==> src/rtl/boot_loader_pkg.sv <==
// Shared definitions for the boot sequencer: packet/store formats, boot states and default constants.
package boot_loader_pkg;

  localparam int rs_imm_size_gp = 6;

  localparam logic [9:0]  boot_core_id_c   = 10'd1;
  localparam logic [9:0]  boot_bar_addr_c  = 10'd24;
  localparam logic [31:0] boot_bar_mask_c  = 32'h2;
  localparam logic [31:0] boot_start_pc_c  = 32'h5;
  localparam logic [31:0] boot_done_data_c = 32'hFFFF_FFFE;

  typedef enum logic [2:0] {
    NET_OP_NULL  = 3'd0,
    NET_OP_INSTR = 3'd1,
    NET_OP_REG   = 3'd2,
    NET_OP_PC    = 3'd3,
    NET_OP_BAR   = 3'd4
  } net_op_e;

  typedef struct packed {
    logic [9:0]  id;
    net_op_e     net_op;
    logic [2:0]  reserved;
    logic [9:0]  net_addr;
    logic [31:0] net_data;
  } net_packet_s;

  typedef struct packed {
    logic        valid;
    logic        wen;
    logic        byte_not_word;
    logic [31:0] write_data;
    logic        yumi;
  } mem_in_s;

  typedef enum logic [2:0] {
    BOOT_IDLE,
    BOOT_DATA,
    BOOT_INSTR,
    BOOT_REG,
    BOOT_BAR,
    BOOT_PC,
    BOOT_DONE
  } boot_state_e;

  // A single-entry ROM still needs a one-bit address bus.
  function automatic int addr_width(input int count);
    return (count > 1) ? $clog2(count) : 1;
  endfunction

endpackage

==> src/rtl/boot_loader_if.sv <==
// ROM read bus between the boot sequencer (master) and the instruction/data/register ROMs (slave).
interface boot_loader_if #(
  parameter int instr_count_p = 1024,
  parameter int data_count_p  = 1024,
  parameter int reg_count_p   = 2 ** boot_loader_pkg::rs_imm_size_gp
);

  localparam int instr_aw_lp = boot_loader_pkg::addr_width(instr_count_p);
  localparam int data_aw_lp  = boot_loader_pkg::addr_width(data_count_p);
  localparam int reg_aw_lp   = boot_loader_pkg::addr_width(reg_count_p);

  logic [instr_aw_lp-1:0] instr_rom_addr_o;
  logic [15:0]            instr_rom_data_i;
  logic [data_aw_lp-1:0]  data_rom_addr_o;
  logic [31:0]            data_rom_data_i;
  logic [reg_aw_lp-1:0]   reg_rom_addr_o;
  logic [39:0]            reg_rom_data_i;

  modport master (
    output instr_rom_addr_o, data_rom_addr_o, reg_rom_addr_o,
    input  instr_rom_data_i, data_rom_data_i, reg_rom_data_i
  );

  modport slave (
    input  instr_rom_addr_o, data_rom_addr_o, reg_rom_addr_o,
    output instr_rom_data_i, data_rom_data_i, reg_rom_data_i
  );

endinterface

==> src/rtl/boot_loader_rom_sequencer.sv <==
// Walks a ROM from address 0 to count_p-1 while enabled and flags, one cycle later, which address's data is on the ROM output.
module boot_rom_sequencer
  import boot_loader_pkg::*;
#(
  parameter int count_p = 4,
  localparam int aw_lp = addr_width(count_p)
) (
  input  logic             clk,
  input  logic             reset,
  input  logic             enable,
  output logic [aw_lp-1:0] addr,
  output logic [aw_lp-1:0] addr_d,
  output logic             valid,
  output logic             last
);

  localparam logic [aw_lp-1:0] last_addr_lp = aw_lp'(count_p - 1);

  logic issued;

  // Dropping enable rewinds the walker so the next phase starts from address 0.
  always_ff @(posedge clk or negedge reset) begin
    if (!reset) begin
      addr   <= '0;
      addr_d <= '0;
      valid  <= 1'b0;
      issued <= 1'b0;
    end else if (!enable) begin
      addr   <= '0;
      addr_d <= '0;
      valid  <= 1'b0;
      issued <= 1'b0;
    end else begin
      valid  <= !issued;
      addr_d <= addr;
      if (addr == last_addr_lp) begin
        issued <= 1'b1;
      end else begin
        addr <= addr + aw_lp'(1);
      end
    end
  end

  assign last = valid && (addr_d == last_addr_lp);

endmodule

==> src/rtl/boot_loader.sv <==
// Boot sequencer: data-ROM stores, then INSTR/REG/BAR/PC packets, then hands data memory to the core.
// Optional BOOT_LOADER_CHECKSUM_EN adds checksum_o, a running sum of every stored word and INSTR/REG payload.
module boot_loader
  import boot_loader_pkg::*;
#(
  parameter int          instr_count_p = 1024,
  parameter int          data_count_p  = 1024,
  parameter int          reg_count_p   = 2 ** rs_imm_size_gp,
  parameter logic [9:0]  core_id_p     = boot_core_id_c,
  parameter logic [9:0]  bar_addr_p    = boot_bar_addr_c,
  parameter logic [31:0] bar_mask_p    = boot_bar_mask_c,
  parameter logic [31:0] start_pc_p    = boot_start_pc_c
) (
  input  logic                            clk,
  input  logic                            reset,
  input  logic                            start_i,
  boot_loader_if.master                   rom,
  output logic [$bits(net_packet_s)-1:0]  net_packet_flat_o,
  output logic [$bits(mem_in_s)-1:0]      to_mem_flat_o,
  output logic [31:0]                     data_mem_addr_o,
  output logic                            mem_select_o,
  output logic                            busy_o,
  output logic                            done_o
`ifdef BOOT_LOADER_CHECKSUM_EN
  ,
  output logic [31:0]                     checksum_o
`endif
);

  localparam int data_aw_lp  = addr_width(data_count_p);
  localparam int instr_aw_lp = addr_width(instr_count_p);
  localparam int reg_aw_lp   = addr_width(reg_count_p);
  localparam logic [data_aw_lp-1:0] data_last_lp = data_aw_lp'(data_count_p - 1);

  if (instr_count_p < 1 || data_count_p < 1 || reg_count_p < 1) begin : g_bad_count
    $error("boot_loader: instr/data/reg counts must all be at least 1");
  end

  boot_state_e           state;
  logic [data_aw_lp-1:0] data_addr;
  logic                  data_b;
  net_packet_s           pkt_q;
  net_packet_s           packet;
  mem_in_s               to_mem;

  logic                   instr_valid;
  logic                   instr_last;
  logic [instr_aw_lp-1:0] instr_addr;
  logic [instr_aw_lp-1:0] instr_addr_d;
  logic                   reg_valid;
  logic                   reg_last;
  logic [reg_aw_lp-1:0]   reg_addr;
  logic [reg_aw_lp-1:0]   unused_reg_addr_d;
  logic [1:0]             unused_reg_bits;

  boot_rom_sequencer #(.count_p(instr_count_p)) u_instr_seq (
    .clk    (clk),
    .reset  (reset),
    .enable (state == BOOT_INSTR),
    .addr   (instr_addr),
    .addr_d (instr_addr_d),
    .valid  (instr_valid),
    .last   (instr_last)
  );

  boot_rom_sequencer #(.count_p(reg_count_p)) u_reg_seq (
    .clk    (clk),
    .reset  (reset),
    .enable (state == BOOT_REG),
    .addr   (reg_addr),
    .addr_d (unused_reg_addr_d),
    .valid  (reg_valid),
    .last   (reg_last)
  );

  assign rom.instr_rom_addr_o = instr_addr;
  assign rom.reg_rom_addr_o   = reg_addr;
  assign rom.data_rom_addr_o  = data_addr;
  assign unused_reg_bits      = rom.reg_rom_data_i[39:38];

  // Phase control plus the fixed BAR/PC/DONE packets; DATA alternates address (A) and store (B) cycles.
  always_ff @(posedge clk or negedge reset) begin
    if (!reset) begin
      state        <= BOOT_IDLE;
      data_addr    <= '0;
      data_b       <= 1'b0;
      pkt_q        <= '0;
      mem_select_o <= 1'b0;
      busy_o       <= 1'b0;
      done_o       <= 1'b0;
    end else begin
      case (state)
        BOOT_IDLE: begin
          if (start_i) begin
            state  <= BOOT_DATA;
            busy_o <= 1'b1;
          end
        end
        BOOT_DATA: begin
          if (!data_b) begin
            data_b <= 1'b1;
          end else begin
            data_b <= 1'b0;
            if (data_addr == data_last_lp) begin
              data_addr <= '0;
              state     <= BOOT_INSTR;
            end else begin
              data_addr <= data_addr + data_aw_lp'(1);
            end
          end
        end
        BOOT_INSTR: begin
          if (instr_last) state <= BOOT_REG;
        end
        BOOT_REG: begin
          if (reg_last) begin
            state <= BOOT_BAR;
            pkt_q <= '{id: core_id_p, net_op: NET_OP_BAR, reserved: '0,
                       net_addr: bar_addr_p, net_data: bar_mask_p};
          end
        end
        BOOT_BAR: begin
          state <= BOOT_PC;
          pkt_q <= '{id: core_id_p, net_op: NET_OP_PC, reserved: '0,
                     net_addr: '0, net_data: start_pc_p};
        end
        BOOT_PC: begin
          state        <= BOOT_DONE;
          pkt_q        <= '{id: core_id_p, net_op: NET_OP_NULL, reserved: '0,
                            net_addr: bar_addr_p, net_data: boot_done_data_c};
          mem_select_o <= 1'b1;
          busy_o       <= 1'b0;
          done_o       <= 1'b1;
        end
        BOOT_DONE: begin
        end
        default: state <= BOOT_IDLE;
      endcase
    end
  end

  // ROM payloads come straight off the synchronous ROM outputs so each word lands in the cycle after its address.
  always_comb begin
    packet = pkt_q;
    if (instr_valid) begin
      packet = '{id: core_id_p, net_op: NET_OP_INSTR, reserved: '0,
                 net_addr: 10'(instr_addr_d), net_data: {16'b0, rom.instr_rom_data_i}};
    end else if (reg_valid) begin
      packet = '{id: core_id_p, net_op: NET_OP_REG, reserved: '0,
                 net_addr: {4'b0, rom.reg_rom_data_i[37:32]}, net_data: rom.reg_rom_data_i[31:0]};
    end
  end

  always_comb begin
    to_mem = '0;
    if (data_b) begin
      to_mem.valid      = 1'b1;
      to_mem.wen        = 1'b1;
      to_mem.yumi       = 1'b1;
      to_mem.write_data = rom.data_rom_data_i;
    end
  end

  assign net_packet_flat_o = packet;
  assign to_mem_flat_o     = to_mem;
  assign data_mem_addr_o   = data_b ? (32'(data_addr) << 2) : 32'h0;

`ifdef BOOT_LOADER_CHECKSUM_EN
  logic [31:0] checksum_add;

  always_comb begin
    checksum_add = '0;
    if (data_b) begin
      checksum_add = rom.data_rom_data_i;
    end else if (instr_valid || reg_valid) begin
      checksum_add = packet.net_data;
    end
  end

  // Sum of everything loaded, frozen once the core owns memory.
  always_ff @(posedge clk or negedge reset) begin
    if (!reset) begin
      checksum_o <= '0;
    end else if (state != BOOT_DONE) begin
      checksum_o <= checksum_o + checksum_add;
    end
  end
`endif

endmodule

==> src/flat_wrapper.sv <==
// flat-port wrapper written by rule: the top's interface ports become plain ports
module boot_loader_flat import boot_loader_pkg::*;
#(
  parameter int          instr_count_p = 1024,
  parameter int          data_count_p  = 1024,
  parameter int          reg_count_p   = 2 ** rs_imm_size_gp,
  parameter logic [9:0]  core_id_p     = boot_core_id_c,
  parameter logic [9:0]  bar_addr_p    = boot_bar_addr_c,
  parameter logic [31:0] bar_mask_p    = boot_bar_mask_c,
  parameter logic [31:0] start_pc_p    = boot_start_pc_c
)
  (clk, reset, start_i, net_packet_flat_o, to_mem_flat_o, data_mem_addr_o, mem_select_o, busy_o, done_o, rom_instr_rom_addr_o, rom_data_rom_addr_o, rom_reg_rom_addr_o, rom_instr_rom_data_i, rom_data_rom_data_i, rom_reg_rom_data_i);
  boot_loader_if #(.instr_count_p(instr_count_p), .data_count_p(data_count_p), .reg_count_p(reg_count_p)) rom_i ();
  input  logic clk;
  input  logic reset;
  input  logic start_i;
  output logic [$bits(net_packet_s)-1:0] net_packet_flat_o;
  output logic [$bits(mem_in_s)-1:0] to_mem_flat_o;
  output logic [31:0] data_mem_addr_o;
  output logic mem_select_o;
  output logic busy_o;
  output logic done_o;
  output wire logic [$bits(rom_i.instr_rom_addr_o)-1:0] rom_instr_rom_addr_o;
  output wire logic [$bits(rom_i.data_rom_addr_o)-1:0] rom_data_rom_addr_o;
  output wire logic [$bits(rom_i.reg_rom_addr_o)-1:0] rom_reg_rom_addr_o;
  input wire logic [$bits(rom_i.instr_rom_data_i)-1:0] rom_instr_rom_data_i;
  input wire logic [$bits(rom_i.data_rom_data_i)-1:0] rom_data_rom_data_i;
  input wire logic [$bits(rom_i.reg_rom_data_i)-1:0] rom_reg_rom_data_i;
  assign rom_instr_rom_addr_o = rom_i.instr_rom_addr_o;
  assign rom_data_rom_addr_o = rom_i.data_rom_addr_o;
  assign rom_reg_rom_addr_o = rom_i.reg_rom_addr_o;
  assign rom_i.instr_rom_data_i = rom_instr_rom_data_i;
  assign rom_i.data_rom_data_i = rom_data_rom_data_i;
  assign rom_i.reg_rom_data_i = rom_reg_rom_data_i;
  boot_loader #(.instr_count_p(instr_count_p), .data_count_p(data_count_p), .reg_count_p(reg_count_p), .core_id_p(core_id_p), .bar_addr_p(bar_addr_p), .bar_mask_p(bar_mask_p), .start_pc_p(start_pc_p)) u_core (.clk(clk), .reset(reset), .start_i(start_i), .rom(rom_i), .net_packet_flat_o(net_packet_flat_o), .to_mem_flat_o(to_mem_flat_o), .data_mem_addr_o(data_mem_addr_o), .mem_select_o(mem_select_o), .busy_o(busy_o), .done_o(done_o));
endmodule
==> config.mk <==
export PLATFORM = sky130hd
export DESIGN_NAME = boot_loader_flat
export DESIGN_NICKNAME = d
export VERILOG_FILES = /design/src/rtl/boot_loader_pkg.sv /design/src/rtl/boot_loader_if.sv /design/src/rtl/boot_loader_rom_sequencer.sv /design/src/rtl/boot_loader.sv /design/src/flat_wrapper.sv
export SDC_FILE = /design/constraint.sdc
export NUM_CORES = 1
export LEC_CHECK = 0
export ABC_AREA = 1
export BUFFER_PORTS_ARGS = -buffer_cell sky130_fd_sc_hd__buf_2
export CAP_MARGIN = 20
export CORE_UTILIZATION = 43
export DETAILED_ROUTE_END_ITERATION = 16
export PLACE_DENSITY = 0.93
export SETUP_SLACK_MARGIN = 0.4
export SYNTH_ARGS = -nofsm -noshare
export SYNTH_HDL_FRONTEND = slang
export SYNTH_SLANG_ARGS = --single-unit
==> constraint.sdc <==
create_clock -name clk -period 2 [get_ports clk]
set_clock_uncertainty 0.1 [all_clocks]
set_input_delay 0.2 -clock clk [delete_from_list [all_inputs] [get_ports clk]]
set_output_delay 0.2 -clock clk [all_outputs]
set_load 0.01 [all_outputs]
* Word-level counts from Yosys, hierarchy flattened
Cells that the tools add are included.
** Storage, ports and cells
- Flip-flop bits (word level) :: 110
- Latch bits :: 0
- RAM bits :: 0
- Bits in read-only memories :: 0
- Input port bits :: 91
- Word-level logic and storage cells :: 82
- Memories :: 0
** Operators by class
- $add $sub $neg :: 3
- $mul :: 0
- Divide/modulo/power cells :: 0
- Order comparisons :: 0
- Eq/ne operators :: 20
- Shift-type cells :: 0
- Muxes and demuxes :: 29
- Bitwise operators :: 1
- Reductions and logical operators :: 11
** Operators by type and width (number)
- 2-to-1 mux 58 bit :: 3
- case mux 58 bit (3 select lines) :: 1
- 2-to-1 mux 10 bit :: 4
- 2-to-1 mux 33 bit :: 1
- == test 10 bit (second input constant) :: 3
- case mux 3 bit (7 select lines) :: 1
- adder 10 x 1 -> 10 bit (second input constant) :: 2
- 2-to-1 mux 6 bit :: 3
- 2-to-1 mux 3 bit :: 5
- == test 6 bit (second input constant) :: 2
- 2-to-1 mux 12 bit :: 1
- inequality test 2 x 1 -> 1 bit (second input constant) :: 6
- == test 3 bit (second input constant) :: 3
- 2-to-1 mux 1 bit :: 8
- adder 6 x 1 -> 6 bit (second input constant) :: 1
- == test 3 x 2 -> 1 bit (second input constant) :: 2
- inequality test 2 bit (second input constant) :: 3
- AND reduction 2 bit :: 3
- AND reduction 6 bit :: 1
- == test 3 x 1 -> 1 bit (second input constant) :: 1
- logical NOT 3 bit :: 1
- nonzero test 3 bit :: 1
- logical AND 1 bit :: 2
- logical NOT 1 bit :: 2
- 4 further kinds :: 4

* Depth between registers and ports, before layout
Gate-level depths: netlist of run 1.
- Depth after elaboration :: 4
- Mapped depth :: 9
- Mapped depth without buffers :: 9

* Hierarchy
A second synthesis of run 1 with hierarchy kept.
** Unflattened totals
- Cells, all modules :: 566
- Area, all modules :: 3941.3 um^2
** By module, submodules not included
- boot_loader :: times used 1, cells each 390, area each 2352.3 um^2, sequential area each 550.5 um^2
- boot_rom_sequencer (u_core.u_instr_seq) :: times used 1, cells each 112, area each 992.2 um^2, sequential area each 550.5 um^2
- boot_rom_sequencer (u_core.u_reg_seq) :: times used 1, cells each 64, area each 596.8 um^2, sequential area each 350.3 um^2

* Worst setup path before layout of run 1
No wires, ideal clock.
- Kind :: reg2reg
- Start point :: reg u_core.data_addr[0] (netlist: u_core.rom.data_rom_addr_o[0])
- End point :: reg u_core.state[0]
- Arrival time :: 1279 ps
- Required time :: 1783 ps
- Setup slack :: 504 ps
- Cell stages (with the launch flop) :: 9
- Period minus slack after synthesis :: 1496 ps
- Path through :: dfrtp_1 -> ha_1 -> nand3_1 -> inv_1 -> nand3b_1 -> nand2_1 -> nand3_1 -> nand2_1 -> nand2_1
** On the way
- Longest elaborated chain between the ends :: 3
** RTL lines
- start: declaration :: RTL line boot_loader.sv:40 : logic [data_aw_lp-1:0] data_addr;
- start signal: assignment :: RTL line boot_loader.sv:108 : data_addr <= data_addr + data_aw_lp'(1);
- == test 10 bit :: RTL line boot_loader.sv:104 : if (data_addr == data_last_lp) begin
- inequality test 2 x 1 -> 1 bit (no line)
- AND reduction 6 bit (no line)
- end signal: assignment :: RTL line boot_loader.sv:106 : state <= BOOT_INSTR;
- end signal: assignment :: RTL line boot_loader.sv:113 : if (instr_last) state <= BOOT_REG;
- end signal: assignment :: RTL line boot_loader.sv:117 : state <= BOOT_BAR;
- end: declaration :: RTL line boot_loader.sv:39 : boot_state_e state;
Every way passes these cells.
A chain may end at the register's enable or synchronous reset.

* Worst setup path in the final report of run 1
- Start point :: reg u_core.u_reg_seq.valid
- End point :: out net_packet_flat_o[45]
** On the way
- Longest elaborated chain between the ends :: 2
** RTL lines
- start: declaration :: RTL line boot_loader_rom_sequencer.sv:13 : output logic valid,
- start signal: assignment :: RTL line boot_loader_rom_sequencer.sv:34 : valid <= !issued;
- 2-to-1 mux 58 bit :: RTL line boot_loader.sv:148 : end else if (reg_valid) begin
- 2-to-1 mux 58 bit :: RTL line boot_loader.sv:145 : if (instr_valid) begin
- end: declaration :: RTL line flat_wrapper.sv:17 : output logic [$bits(net_packet_s)-1:0] net_packet_flat_o;
Every way passes these cells.

==> results.toml, run 1 <==
[synthesis]
yosys_most_used_dff = "dfrtp_1"
ys_ff_latch = 58
synthArstFlopShare = 1.00
syn_avg_cell_area_um2 = 6.84
synth_edf_count = 0
synth_cell_type_count = 34
synth_warnings = 0
synth-seq-area-share = 0.391
netlist_instances = 543
syn-cell-area_um2 = 3710

[layout]
area_growth_pct = 51.3
nets = 867
n_antenna_cell = 0
regArea_um2 = 1460
fill_cells = 638
layout-drive-gt1-share = 0.439
final_util = 0.677
fin_cells = 881
final_area_um2 = 5620
multi_input_area_um2 = 1920

[global_routing]
grt_usage = 0.228
grt_pass1_vias = 3463
grt_pass1_wl_um = 15700
grt_max_degree = 59
grt_overflow = 0
grt_antenna_before_repair = 0

[power]
pwr-share-comb = 0.609
pwr-share-seq = 0.236
leakage_nw = 3.46
cellPowerDensity_nw_per_um2 = 1200
p_int_mw = 3.86
p_sw_frac = 0.429
power_switching_mw = 2.90
power_mw = 6.76
clkPwrFrac = 0.155
ir_worst_vdd_mv = 0.888

[worst_setup_path]
path_max_fanout = 7
r2r_start = "u_core.rom.data_rom_addr_o[1]$_DFFE_PN0P_"
reg2reg_slack_ns = 0.38
arrival_ns = 1.50
worst_setup_path_end_kind = "primary output"
cp-start-kind = "flip-flop"
required_ns = 1.70
crit_type = "flip-flop to primary output"
r2r_cells = 8
timing.rr.end = "u_core.state[0]$_DFFE_PN0P_"
critPathLaunch = "u_core.u_reg_seq.valid$_DFF_PN0_"

[floorplan]
die-width_um = 94.9
dieArea_um2 = 9010
die_y_um = 94.9
start_util = 0.447
io_pins = 246
fp-row-count = 33
coreArea_um2 = 8300

[run]
max-cap-violations = 0

[placement]
placedInstanceArea_um2 = 4720
io_buffers = 208
place_inst = 843
gp_congestion = 0.831
dp_hpwl_um = 7800
place_ws_ns = 0.341

[routing]
viasPerCell = 4.77
initialDrtViolationCount = 203
wire_per_inst_um = 13.3
routed-via-count = 4202
wl_um = 11700
ant_nets = 0
dr.pass1.iters = 8
drc = 0

[clock_tree]
cts.reportedPaths.clkPinSlew_ns = 0.06
clk_latency_ns = 0.34
cts_buffer_depth = 2
ctsHtreeMaxLevel = 3
cts_sinks = 58
cts_buffers = 9
cts_tree = "built"
cts-root-buf = "clkbuf_8"

[hold_path]
hold_depth = 2
hp-class = "primary input to flip-flop"
hp-start = "start_i"
whs_endpoint = "u_core.busy_o$_DFFE_PN0P_"

[run_status]
status = "complete, no violations"

[sta]
grt_setup_unrepaired = "yes"
max_freq_ghz = 0.556
hold_viol_final = 0
finalCritPeriodShare = 0.900
post-route-min-period_ns = 1.80
setup_viol = 0
finalMaxSlewViolations = 0
fin_ws_ns = 0.201
hold_ws_ns = 0.0535
setup_tns_ns = 0
## cell usage after synthesis (2+ instances only)
cell	number	area (µm²)
nand2_1	179	672
inv_1	88	330
dfrtp_1	58	1450
nor2_1	40	150
buf_4	39	293
nand3_1	37	185
o21ai_0	16	80.1
a21oi_1	11	55.1
buf_2	8	40.0
nand4_1	8	50.1
nand2_2	6	37.5
nor3_1	6	30.0
clkbuf_1	5	18.8
inv_2	5	18.8
xor2_1	5	43.8
a22o_1	4	35.0
buf_1	3	11.3
ha_1	3	37.5
buf_6	2	22.5
nand3b_1	2	15.0
nor2_2	2	12.5
nor2_4	2	22.5
o21ai_1	2	10.0
xnor2_1	2	17.5
## registers in the layout (all words and copies together) (netlist names), 3 cells and up
signal / count
u_core.u_instr_seq.addr: 10
u_core.rom.data_rom_addr_o: 10
u_core.pkt_q: 6
u_core.u_reg_seq.addr: 6
u_core.u_reg_seq.addr_d: 6
u_core.u_instr_seq.addr_d: 10
u_core.state: 3
## placed cells by master (no fill, tap or decap), drive strengths merged
master,count
nand4,8
nand3,38
clkbuf,13
conb,35
dlygate4sd3,1
a22o,4
nor2,44
nand2,185
nor3,6
o21a,1
o21ai,19
bufinv,1
xor2,5
a32o,1
nand3b,2
and2,1
a21oi,11
buf,239
a31oi,1
dfrtp,58
xnor2,2
ha,3
o21bai,1
clkinv,2
o31ai,1
inv,94
## area by class of cell
class | count | share of cell area
inverter | 94 | 0.0633
tap | 105 | 0.0234
clock inverter | 3 | 0.00713
multi-input combinational | 368 | 0.342
sequential | 58 | 0.260
clock buffer | 11 | 0.0269
timing repair buffer | 242 | 0.277
## power by group through the flow
stage	Clock (mW)	Combinational (mW)	Sequential [mW]
2_1_floorplan	0	1.94	1.56
3_3_place_gp	0	2.97	1.59
3_5_place_dp	0	3.01	1.60
4_1_cts	1.06	3.34	1.59
5_1_grt	1.12	4.53	1.62
6_report	1.05	4.12	1.59
## routing by layer
layer | up-vias | wire length (µm) | GRT usage
met5 | - | 0 | 0
met4 | 0 | 232 | 0.0770
met3 | 21 | 686 | 0.0282
met2 | 198 | 6290 | 0.425
met1 | 1944 | 4510 | 0.268
li1 | 2039 | - | -
## timing repair
| action | in CTS | in global routing |
|---|---|---|
| endpoints found under the setup margin | 87 | 100 |
| cloned | 2 | 3 |
| buffers inserted | 9 | 9 |
| pin swaps | 2 | 14 |
| hold buffers | 1 | 0 |
| gates resized for setup | 25 | 98 |
| endpoints found under the hold margin | 58 | 0 |
## cell families (layout without fill, tap and decap cells)
group,after synthesis,in the layout,share of synthesized area
and+or+nand+nor,284,284,0.321
xor gates and xnor gates,7,7,0.0165
other,1,35,0.00101
DFF,58,58,0.391
AOI/OAI and AO/OA,39,39,0.0613
buffers and inverters,151,350,0.199
adders and majority gates,3,3,0.0101
## how the worst max path moves through the flow
stage	endpoint	slack [ns]	cells past startpoint
finish	net_packet_flat_o[45]	0.20	6
global route	net_packet_flat_o[28]	0.15	6
CTS	net_packet_flat_o[30]	0.23	6
detailed placement	u_core.state[0]$_DFFE_PN0P_	0.34	8
global placement	u_core.state[0]$_DFFE_PN0P_	0.38	8
floorplan	u_core.state[0]$_DFFE_PN0P_	0.50	8
## critical path, stage by stage (launching register included)
cell       delay, ns
dfrtp_1         0.41
inv_2           0.11
nor2_4          0.04
buf_12          0.14
clkbuf_16       0.15
nor2_1          0.15
buf_2           0.16
Power figures use the tool's default switching activity.
==> run 2: changes to the inputs <==
--- a/config.mk
+++ b/config.mk
@@ -11,7 +11,7 @@
 export CORE_UTILIZATION = 43
 export DETAILED_ROUTE_END_ITERATION = 16
 export PLACE_DENSITY = 0.93
-export SETUP_SLACK_MARGIN = 0.4
+export SETUP_SLACK_MARGIN = 0.1
 export SYNTH_ARGS = -nofsm -noshare
 export SYNTH_HDL_FRONTEND = slang
 export SYNTH_SLANG_ARGS = --single-unit
==> results.toml, run 2 (synthesis gave the netlist of run 1 again) <==
[global_routing]
grt_pass1_vias = 3323
grt_max_degree = 59
grt_use_met2 = 0.401
grt_pass1_wl_um = 15000
busiest_layer = "met2"
grt_overflow = 0
grt_antenna_before_repair = 0
use_met3 = 0.0282
grt_util_met1 = 0.258
grt_usage = 0.218

[placement]
dp_hpwl_um = 7800
place_ws_ns = 0.341
placedInstanceArea_um2 = 4720
io_buffers = 208
place_inst = 843
gp_congestion = 0.831

[power]
p_int_mw = 3.13
leakage_nw = 3.16
power_mw = 5.65
cellPowerDensity_nw_per_um2 = 1150
pwr-share-seq = 0.281
power_switching_mw = 2.51
pwr-share-comb = 0.534
p_sw_frac = 0.445
clkPwrFrac = 0.185
ir_worst_vdd_mv = 0.890

[floorplan]
fp-row-count = 33
die-width_um = 94.9
io_pins = 246
start_util = 0.447
dieArea_um2 = 9010
coreArea_um2 = 8300
die_y_um = 94.9

[sta]
setup_viol = 0
hold_ws_ns = 0.0532
hold_viol_final = 0
grt_setup_unrepaired = "yes"
setup_tns_ns = 0
max_freq_ghz = 0.556
finalMaxSlewViolations = 0
fin_ws_ns = 0.201
finalCritPeriodShare = 0.899
post-route-min-period_ns = 1.80

[layout]
n_antenna_cell = 0
fill_cells = 773
final_util = 0.594
layout-drive-gt1-share = 0.337
nets = 844
fin_cells = 858
area_growth_pct = 32.9
final_common_cell = "buf_2"
layout_common_cells = "buf_2, nand2_1, inv_1, dfrtp_1, nor2_1"
final_area_um2 = 4930

[worst_setup_path]
r2r_start = "u_core.rom.data_rom_addr_o[0]$_DFFE_PN0P_"
critPathSlowestCell = "dfrtp_2"
slowest_delay_ns = 0.46
worst_setup_path_end_kind = "primary output"
path_max_fanout = 29
crit_family = "flip-flops"
cp-start-kind = "flip-flop"
reg2reg_slack_ns = 0.32
arrival_ns = 1.50
r2r_cells = 8
crit_type = "flip-flop to primary output"
timing.rr.end = "u_core.state[0]$_DFFE_PN0P_"
required_ns = 1.70
path_cells = "nor2_4 > nand2_1 > buf_4 > nand3_1 > buf_2"
critPathBufInv = 2

[routing]
wl_um = 9840
routed-via-count = 3885
dr.pass1.iters = 4
drc = 0
wire_per_inst_um = 11.5
initialDrtViolationCount = 154
viasPerCell = 4.53
ant_nets = 0

[hold_path]
hp-start = "start_i"
hp-class = "primary input to flip-flop"
hold_depth = 2
whs_endpoint = "u_core.busy_o$_DFFE_PN0P_"

[clock_tree]
ctsHtreeMaxLevel = 3
cts_tree = "built"
cts_buffers = 9
post_cts_buffers = 0
cts.reportedPaths.clkPinSlew_ns = 0.06
clk_latency_ns = 0.34
cts_buffer_depth = 2
cts-root-buf = "clkbuf_8"
cts_sinks = 58

[run_status]
status = "complete, no violations"

[run]
max-cap-violations = 0
## run 2: what timing repair did
action / CTS / global route
endpoints found under the hold margin: 58 / 0
gates resized for setup: 1 / 4
pin swaps: 0 / 0
hold buffers: 1 / 0
setup endpoints to repair: 21 / 33
## run 2: power by group through the flow
stage               Sequential (mW)  Combinational, mW  Clock, mW
CTS                            1.58               3.04       1.06
detailed placement             1.60               3.01          0
finish                         1.59               3.01       1.05
global placement               1.59               2.97          0
global route                   1.62               3.42       1.12
floorplan                      1.56               1.94          0
## run 2: worst max-delay path by stage
stage | startpoint | to | slack [ns] | cells past startpoint
2_1_floorplan | u_core.rom.data_rom_addr_o[0]$_DFFE_PN0P_ | u_core.state[0]$_DFFE_PN0P_ | 0.50 | 8
3_3_place_gp | u_core.rom.data_rom_addr_o[0]$_DFFE_PN0P_ | u_core.state[0]$_DFFE_PN0P_ | 0.38 | 8
3_5_place_dp | u_core.rom.data_rom_addr_o[0]$_DFFE_PN0P_ | u_core.state[0]$_DFFE_PN0P_ | 0.34 | 8
4_1_cts | u_core.u_instr_seq.valid$_DFF_PN0_ | net_packet_flat_o[15] | 0.12 | 5
5_1_grt | u_core.u_instr_seq.valid$_DFF_PN0_ | net_packet_flat_o[15] | 0.08 | 5
6_report | u_core.u_instr_seq.valid$_DFF_PN0_ | net_packet_flat_o[15] | 0.20 | 5
## run 2: layout make-up
| cell class | instances | area (µm²) | area share |
|---|---|---|---|
| Multi-Input combinational cell | 368 | 1660 | 0.336 |
| Sequential cell | 58 | 1450 | 0.295 |
| Timing Repair Buffer | 219 | 1140 | 0.232 |
| Inverter | 94 | 354 | 0.0718 |
| Clock buffer | 11 | 151 | 0.0307 |
| Tap cell | 105 | 131 | 0.0266 |
| Clock inverter | 3 | 40.0 | 0.00812 |
## run 2: layer usage
layer,wire length (µm),part of all wire,vias to the layer above
met5,0,0,-
met3,496,0.050,7
met1,4020,0.41,1763
met4,119,0.012,0
met2,5210,0.53,126
li1,-,-,1989
